[config.mk]
export PLATFORM = sky130hd
export DESIGN_NAME = build_info_uart_tx_flat
export DESIGN_NICKNAME = d
export VERILOG_FILES = /design/src/rtl/build_info_uart_tx_if.sv /design/src/rtl/build_info_uart_tx.sv /design/src/flat_wrapper.sv
export SDC_FILE = /design/constraint.sdc
export NUM_CORES = 1
export LEC_CHECK = 0
export CORE_ASPECT_RATIO = 0.8
export CORE_UTILIZATION = 57
export CTS_CLUSTER_DIAMETER = 80
export DETAILED_ROUTE_END_ITERATION = 12
export PLACE_DENSITY = 0.86
export SKIP_CTS_REPAIR_TIMING = 1
export SKIP_LAST_GASP = 1
export SYNTH_ARGS = -nofsm -noshare
export SYNTH_HDL_FRONTEND = slang
export SYNTH_SLANG_ARGS = --single-unit
[constraint.sdc]
create_clock -name clk100 -period 11.1 [get_ports clk100]
set_input_delay 2.775 -clock clk100 [delete_from_list [all_inputs] [get_ports clk100]]
set_output_delay 2.775 -clock clk100 [all_outputs]
set_load 0.03 [all_outputs]
[src/rtl/build_info_uart_tx_if.sv]
// Build-info dump bus: transmit request, the six build-info words,
// and the dump status / serial line.
interface build_info_uart_tx_if;
  logic        start_i;
  logic [63:0] git_hash_top;
  logic [31:0] timstamp_top;
  logic [63:0] git_hash_scripts;
  logic [31:0] timstamp_scripts;
  logic [63:0] git_hash_common;
  logic [31:0] timstamp_common;
  logic        busy_o;
  logic        done_o;
  logic        uart_tx_o;

  modport master (
    output start_i,
    output git_hash_top, timstamp_top,
    output git_hash_scripts, timstamp_scripts,
    output git_hash_common, timstamp_common,
    input  busy_o, done_o, uart_tx_o
  );

  modport slave (
    input  start_i,
    input  git_hash_top, timstamp_top,
    input  git_hash_scripts, timstamp_scripts,
    input  git_hash_common, timstamp_common,
    output busy_o, done_o, uart_tx_o
  );
endinterface

[src/rtl/build_info_uart_tx.sv]
// Build-info UART dumper: snapshots the top/scripts/common git hashes and
// timestamps on request and sends them as three uppercase-hex text records
// ("T:<hash16> <ts8>\r\n", then S, then C) over an 8N1 serial line.
// Optional macro BUILD_INFO_AUTO_EN: one automatic dump shortly after reset.
module build_info_uart_tx #(
  parameter int unsigned CLK_HZ = 100_000_000,
  parameter int unsigned BAUD   = 115_200
) (
  input  logic                clk100,
  input  logic                rstn,
  build_info_uart_tx_if.slave bus
);

  localparam int unsigned CLKS_PER_BIT = CLK_HZ / BAUD;
  localparam int unsigned BAUD_W       = (CLKS_PER_BIT > 1) ? $clog2(CLKS_PER_BIT) : 1;
  localparam logic [BAUD_W-1:0] BAUD_LAST = BAUD_W'(CLKS_PER_BIT - 1);
  localparam logic [6:0] CHAR_LAST = 7'd86;

  if (CLKS_PER_BIT < 2) begin : g_bad_baud
    $error("build_info_uart_tx: CLK_HZ/BAUD must be at least 2");
  end

  typedef enum logic [2:0] {
    ST_IDLE,
    ST_START,
    ST_DATA,
    ST_STOP,
    ST_DONE
  } state_t;

  state_t              state;
  logic [BAUD_W-1:0]   baud_cnt;
  logic [2:0]          bit_cnt;
  logic [6:0]          char_cnt;
  logic [7:0]          shreg;
  logic                tx_q;
  logic                busy_q;
  logic                done_q;

  logic [63:0]         snap_hash_top;
  logic [31:0]         snap_ts_top;
  logic [63:0]         snap_hash_scripts;
  logic [31:0]         snap_ts_scripts;
  logic [63:0]         snap_hash_common;
  logic [31:0]         snap_ts_common;

  logic [6:0]          mux_idx;
  logic [1:0]          rec_sel;
  logic [4:0]          pos;
  logic [7:0]          rec_tag;
  logic [63:0]         rec_hash;
  logic [31:0]         rec_ts;
  logic [3:0]          hash_nib;
  logic [3:0]          ts_nib;
  logic [7:0]          char_mux;

  logic                start_req;
  logic                accept;

  function automatic logic [7:0] hex_ascii(input logic [3:0] n);
    return (n < 4'd10) ? (8'h30 + {4'h0, n}) : (8'h37 + {4'h0, n});
  endfunction

  // Character generator: picks record and position from the character index.
  // In STOP the index looks one ahead so the next character is ready to load.
  always_comb begin
    mux_idx  = (state == ST_STOP) ? (char_cnt + 7'd1) : char_cnt;
    rec_sel  = 2'd0;
    pos      = 5'd0;
    rec_tag  = 8'h54;
    rec_hash = snap_hash_top;
    rec_ts   = snap_ts_top;
    char_mux = 8'h0A;

    if (mux_idx < 7'd29) begin
      rec_sel = 2'd0;
      pos     = 5'(mux_idx);
    end else if (mux_idx < 7'd58) begin
      rec_sel = 2'd1;
      pos     = 5'(mux_idx - 7'd29);
    end else begin
      rec_sel = 2'd2;
      pos     = 5'(mux_idx - 7'd58);
    end

    case (rec_sel)
      2'd0: begin
        rec_tag  = 8'h54;
        rec_hash = snap_hash_top;
        rec_ts   = snap_ts_top;
      end
      2'd1: begin
        rec_tag  = 8'h53;
        rec_hash = snap_hash_scripts;
        rec_ts   = snap_ts_scripts;
      end
      default: begin
        rec_tag  = 8'h43;
        rec_hash = snap_hash_common;
        rec_ts   = snap_ts_common;
      end
    endcase

    // Most-significant nibble first: hash digits at pos 2..17, timestamp at 19..26.
    hash_nib = rec_hash[{4'(5'd17 - pos), 2'b00} +: 4];
    ts_nib   = rec_ts[{3'(5'd26 - pos), 2'b00} +: 4];

    if (pos == 5'd0)       char_mux = rec_tag;
    else if (pos == 5'd1)  char_mux = 8'h3A;
    else if (pos <= 5'd17) char_mux = hex_ascii(hash_nib);
    else if (pos == 5'd18) char_mux = 8'h20;
    else if (pos <= 5'd26) char_mux = hex_ascii(ts_nib);
    else if (pos == 5'd27) char_mux = 8'h0D;
    else                   char_mux = 8'h0A;
  end

`ifdef BUILD_INFO_AUTO_EN
  logic [7:0] auto_cnt;
  logic       auto_pend;

  // Power-up delay counter and the one-shot automatic request it arms.
  always_ff @(posedge clk100 or negedge rstn) begin
    if (!rstn) begin
      auto_cnt  <= '0;
      auto_pend <= 1'b1;
    end else begin
      if (auto_cnt != 8'hFF) auto_cnt <= auto_cnt + 8'd1;
      if (accept) auto_pend <= 1'b0;
    end
  end

  assign start_req = bus.start_i | (auto_pend & (auto_cnt == 8'hFF));
`else
  assign start_req = bus.start_i;
`endif

  assign accept = (state == ST_IDLE) & start_req;

  // Dump FSM. Line and status outputs are registered from the current state,
  // so they trail the state by one clock; every bit period keeps its length.
  always_ff @(posedge clk100 or negedge rstn) begin
    if (!rstn) begin
      state             <= ST_IDLE;
      baud_cnt          <= '0;
      bit_cnt           <= '0;
      char_cnt          <= '0;
      shreg             <= '0;
      tx_q              <= 1'b1;
      busy_q            <= 1'b0;
      done_q            <= 1'b0;
      snap_hash_top     <= '0;
      snap_ts_top       <= '0;
      snap_hash_scripts <= '0;
      snap_ts_scripts   <= '0;
      snap_hash_common  <= '0;
      snap_ts_common    <= '0;
    end else begin
      tx_q   <= (state == ST_START) ? 1'b0 :
                (state == ST_DATA)  ? shreg[0] : 1'b1;
      busy_q <= (state == ST_START) || (state == ST_DATA) || (state == ST_STOP);
      done_q <= (state == ST_DONE);

      case (state)
        ST_IDLE: begin
          if (accept) begin
            snap_hash_top     <= bus.git_hash_top;
            snap_ts_top       <= bus.timstamp_top;
            snap_hash_scripts <= bus.git_hash_scripts;
            snap_ts_scripts   <= bus.timstamp_scripts;
            snap_hash_common  <= bus.git_hash_common;
            snap_ts_common    <= bus.timstamp_common;
            shreg             <= char_mux;
            char_cnt          <= '0;
            baud_cnt          <= '0;
            state             <= ST_START;
          end
        end

        ST_START: begin
          if (baud_cnt == BAUD_LAST) begin
            baud_cnt <= '0;
            bit_cnt  <= '0;
            state    <= ST_DATA;
          end else begin
            baud_cnt <= baud_cnt + BAUD_W'(1);
          end
        end

        ST_DATA: begin
          if (baud_cnt == BAUD_LAST) begin
            baud_cnt <= '0;
            shreg    <= {1'b0, shreg[7:1]};
            if (bit_cnt == 3'd7) state   <= ST_STOP;
            else                 bit_cnt <= bit_cnt + 3'd1;
          end else begin
            baud_cnt <= baud_cnt + BAUD_W'(1);
          end
        end

        ST_STOP: begin
          if (baud_cnt == BAUD_LAST) begin
            baud_cnt <= '0;
            if (char_cnt == CHAR_LAST) begin
              char_cnt <= '0;
              state    <= ST_DONE;
            end else begin
              char_cnt <= char_cnt + 7'd1;
              shreg    <= char_mux;
              state    <= ST_START;
            end
          end else begin
            baud_cnt <= baud_cnt + BAUD_W'(1);
          end
        end

        ST_DONE: state <= ST_IDLE;

        default: state <= ST_IDLE;
      endcase
    end
  end

  assign bus.uart_tx_o = tx_q;
  assign bus.busy_o    = busy_q;
  assign bus.done_o    = done_q;

endmodule

[src/flat_wrapper.sv]
// flat-port wrapper written by rule: the top's interface ports become plain ports
module build_info_uart_tx_flat 
#(
  parameter int unsigned CLK_HZ = 100_000_000,
  parameter int unsigned BAUD   = 115_200
)
  (clk100, rstn, bus_start_i, bus_git_hash_top, bus_timstamp_top, bus_git_hash_scripts, bus_timstamp_scripts, bus_git_hash_common, bus_timstamp_common, bus_busy_o, bus_done_o, bus_uart_tx_o);
  build_info_uart_tx_if bus_i ();
  input  logic clk100;
  input  logic rstn;
  input wire logic [$bits(bus_i.start_i)-1:0] bus_start_i;
  input wire logic [$bits(bus_i.git_hash_top)-1:0] bus_git_hash_top;
  input wire logic [$bits(bus_i.timstamp_top)-1:0] bus_timstamp_top;
  input wire logic [$bits(bus_i.git_hash_scripts)-1:0] bus_git_hash_scripts;
  input wire logic [$bits(bus_i.timstamp_scripts)-1:0] bus_timstamp_scripts;
  input wire logic [$bits(bus_i.git_hash_common)-1:0] bus_git_hash_common;
  input wire logic [$bits(bus_i.timstamp_common)-1:0] bus_timstamp_common;
  output wire logic [$bits(bus_i.busy_o)-1:0] bus_busy_o;
  output wire logic [$bits(bus_i.done_o)-1:0] bus_done_o;
  output wire logic [$bits(bus_i.uart_tx_o)-1:0] bus_uart_tx_o;
  assign bus_i.start_i = bus_start_i;
  assign bus_i.git_hash_top = bus_git_hash_top;
  assign bus_i.timstamp_top = bus_timstamp_top;
  assign bus_i.git_hash_scripts = bus_git_hash_scripts;
  assign bus_i.timstamp_scripts = bus_timstamp_scripts;
  assign bus_i.git_hash_common = bus_git_hash_common;
  assign bus_i.timstamp_common = bus_timstamp_common;
  assign bus_busy_o = bus_i.busy_o;
  assign bus_done_o = bus_i.done_o;
  assign bus_uart_tx_o = bus_i.uart_tx_o;
  build_info_uart_tx #(.CLK_HZ(CLK_HZ), .BAUD(BAUD)) u_core (.clk100(clk100), .rstn(rstn), .bus(bus_i));
endmodule
==> metrics.md <==
| Metric | Value |
|---|---|
| Status | `completed` |
| Drt pass-1 iters | `5` |
| NumNets Final | `1,952` |
| Slowest cell on crit path | `o22ai_2` |
| Total Neg Setup Slack | `0 ps` |
| Async S/R FF share, synth | `100%` |
| Ys flop type | `dfrtp_1` |
| Worst EP required | `11,550 ps` |
| Critical Path Max Stage Delay | `780 ps` |
| Post-Syn Nets | `1,699` |
| Period minus WS final | `6810 ps` |
| Clock Latency Late Sink | `530 ps` |
| CP most frequent cell | `ha_1` |
| Die Height | `154 um` |
| Core box area | `28,200 sq um` |
| Synthesis-stage register bit count | `321` |
| Worst Hold Class | `flip-flop to flip-flop` |
| Crit path DAT | `7260 ps` |
| CP cell instances | `and3b_2 > nand2_1 > xor2_1 > ha_1 > nor3_1 > a21oi_2 > nand2_2 > o22ai_2 > nor2_8 > inv_2 > ha_1 > inv_1 > o311ai_1 > nand2_1 > ha_1 > inv_1 > a31oi_1 > o221ai_1 > a32o_1` |
| Dpl hpwl | `34,400 um` |
| Distinct cells, synth | `107` |
| Worst clock skew | `24.0 ps` |
| Clk buf depth | `3` |
| Share of layout cells above drive strength 1 | `24.0%` |
| Initial DRC Count | `1,086` |
| Switching Power | `1.44 mW` |
| Mean Syn Cell Area | `11.8 sq um` |
| Routed wire per std cell | `23.8 um` |
| Antenna-violating nets left | `0` |
| Row cnt | `55` |
| Area growth from synthesis to layout | `25.4%` |
| Total die area | `29,400 sq um` |
| EDFF count, synth | `0` |
| Combinational Power Share | `30.6%` |
| Pleak | `8.28 nW` |
| Ranking of synthesized cells by area | `dfrtp_1 49%, mux2_2 19%, o22ai_1 2.6%` |
| Crit path max-delay family | `compound AO/OA/AOI/OAI gates` |
| Sequential share of the synthesized area | `49.1%` |
| Reg clk slew, reported paths | `60 ps` |
| Max Cap Violations | `0` |
| # DRC | `0` |
| CTS tree | `built` |
| Synth warnings | `0` |
| Peak supply drop | `0.000273 V` |
| Cell taking the most area after synthesis | `dfrtp_1` |
| CTS Buf Count | `34` |
| Vias in the first global route | `13,200` |
| Crit Path Class | `flip-flop to flip-flop` |
| Fmax | `0.147 GHz` |
| Worst Setup Start Kind | `flip-flop` |
| Number of setup violations in the final report | `0` |
| Mapped Area | `16,400 sq um` |
| Bufs and invs on worst path | `3` |
| Post-detailed-route via-to-cell ratio | `6.37` |
| Top-area cell type share of the netlist area | `48.9%` |
| Pin count of the biggest net entering global routing | `162` |
| CP Max Fanout | `31` |
| Most common cell in the netlist | `dfrtp_1` |
| Die width | `191 um` |
| Grt ovf | `0` |
| Synth cell count leaders | `320 x dfrtp_1, 282 x mux2_2, 78 x nand2_1, 68 x nor2_1, 67 x o22ai_1` |
| Root buf cell | `clkbuf_16` |
| First-pass GRT wire length | `75,500 um` |
| H-Tree Depth | `2` |
| Slew margin rel. | `30.6%` |
| Clk sinks | `321` |
| Worst Setup End Kind | `flip-flop` |
| Initial core utilization | `58.0%` |
| I/O pins | `294` |
| GRT Resource Usage Total | `33.5%` |
| Sequential share of power | `44.7%` |
| Worst-Margin Slew | `1040 ps` |
| Power Density | `227 nW/um^2` |
| Finished Core Util | `72.7%` |
| Slew Viols, Final | `0` |
| GPL Wtd Cong | `0.937` |
| Final WL | `48,600 um` |
| Clk pwr share | `24.7%` |
| Initial antenna violation count | `8` |
| Cells after Synth | `1,391` |
| RSZ-0062 raised after global routing | `false` |
| Int Pwr | `3.22 mW` |
| Switching Share | `30.9%` |
| # port buffers | `293` |
| Routed via count | `13,000` |
| Fin crit share | `61.4%` |
| Final Hold Fails | `0` |
registers in the layout (all words and copies together), names as in the netlist:
name	count
u_core.snap_ts_top	32
u_core.char_cnt	7
u_core.bus.uart_tx_o	1
u_core.bus.done_o	1
u_core.snap_hash_scripts	64
u_core.snap_hash_top	64
u_core.bus.busy_o	1
u_core.snap_hash_common	64
u_core.shreg	7
u_core.snap_ts_scripts	32
u_core.baud_cnt	10
u_core.bit_cnt	3
u_core.snap_ts_common	32
u_core.state	3
final timing paths:
path,start,to,slack (ps),cells after the start
worst min register to register,u_core.bit_cnt[1],u_core.bit_cnt[1],490,2
min in group asynchronous,rstn,u_core.baud_cnt[5],2360,1
max in group asynchronous,rstn,u_core.snap_ts_common[14],6440,3
worst min-delay path,u_core.bit_cnt[1],u_core.bit_cnt[1],490,2
worst max register to register,u_core.state[0],u_core.shreg[6],4290,19
worst max-delay path,u_core.state[0],u_core.shreg[6],4290,19
cell type report:
class                   count  area, sq um
well taps                 370          463
repair buffers            310         3080
fillers                  1927         7700
flip-flops and latches    321         8030
clock inverters             8          134
clock buffers              48          975
inverters                  27          101
multi-input cells         950         7720
diodes                      5         12.5
stage by stage:
stage / std cells / instance area, sq um / setup slack, ps / power (mW) / hold slack, ps
6_report: 2039 / 20500 / 4290 / 4.67 / 492
5_1_grt: 2038 / 20500 / 3820 / 4.89 / 514
4_1_cts: 2034 / 20500 / 4450 / 4.65 / 493
3_5_place_dp: 1978 / 19400 / 4510 / 3.49 / 481
3_3_place_gp: 1978 / 19400 / 4830 / 3.41 / 468
2_1_floorplan: 1391 / 16400 / 6100 / 2.99 / 452
placed cells by master (no fill, tap or decap), types with 17 or more instances in the layout:
cell / synthesis / layout
a21oi_1: 32 / 32
clkbuf_16: 0 / 35
clkdlybuf4s50_1: 0 / 292
dfrtp_1: 320 / 320
ha_1: 17 / 17
inv_1: 25 / 24
mux2_2: 282 / 282
nand2_1: 78 / 78
nand3_1: 23 / 23
nor2_1: 68 / 68
nor3_1: 28 / 27
o21ai_0: 51 / 51
o221ai_1: 20 / 20
o22ai_1: 67 / 67
tightest hold or removal path, stage by stage (launching register included):
cell	delay, ps
dfrtp_1	350
nand2_1	50
o21ai_0	60
power groups by stage:
stage,Clock (mW),Combinational [mW],Sequential [mW]
final,1.15,1.43,2.09
after global routing,1.21,1.53,2.14
after CTS,1.16,1.42,2.07
after detailed placement,0,1.40,2.08
after global placement,0,1.36,2.05
after floorplan,0,1.03,1.95
kinds of logic after synthesis:
family                     share of synthesized area [%]
adders and majority gates                           1.30
AOI/OAI and AO/OA                                   15.9
muxes                                               20.8
and+or+nand+nor                                     8.15
DFF                                                 49.1
xor gates and xnor gates                           0.849
buffers and inverters                               3.84
layer usage:
layer / GRT usage (%) / share of wire (%) / vias to the layer above
met5: 0 / 0.027 / -
met4: 10.3 / 2.6 / 2
li1: - / - / 5777
met3: 9.79 / 9.5 / 94
met2: 51.0 / 46 / 576
met1: 46.3 / 42 / 6547
Power figures use the tool's default switching activity.
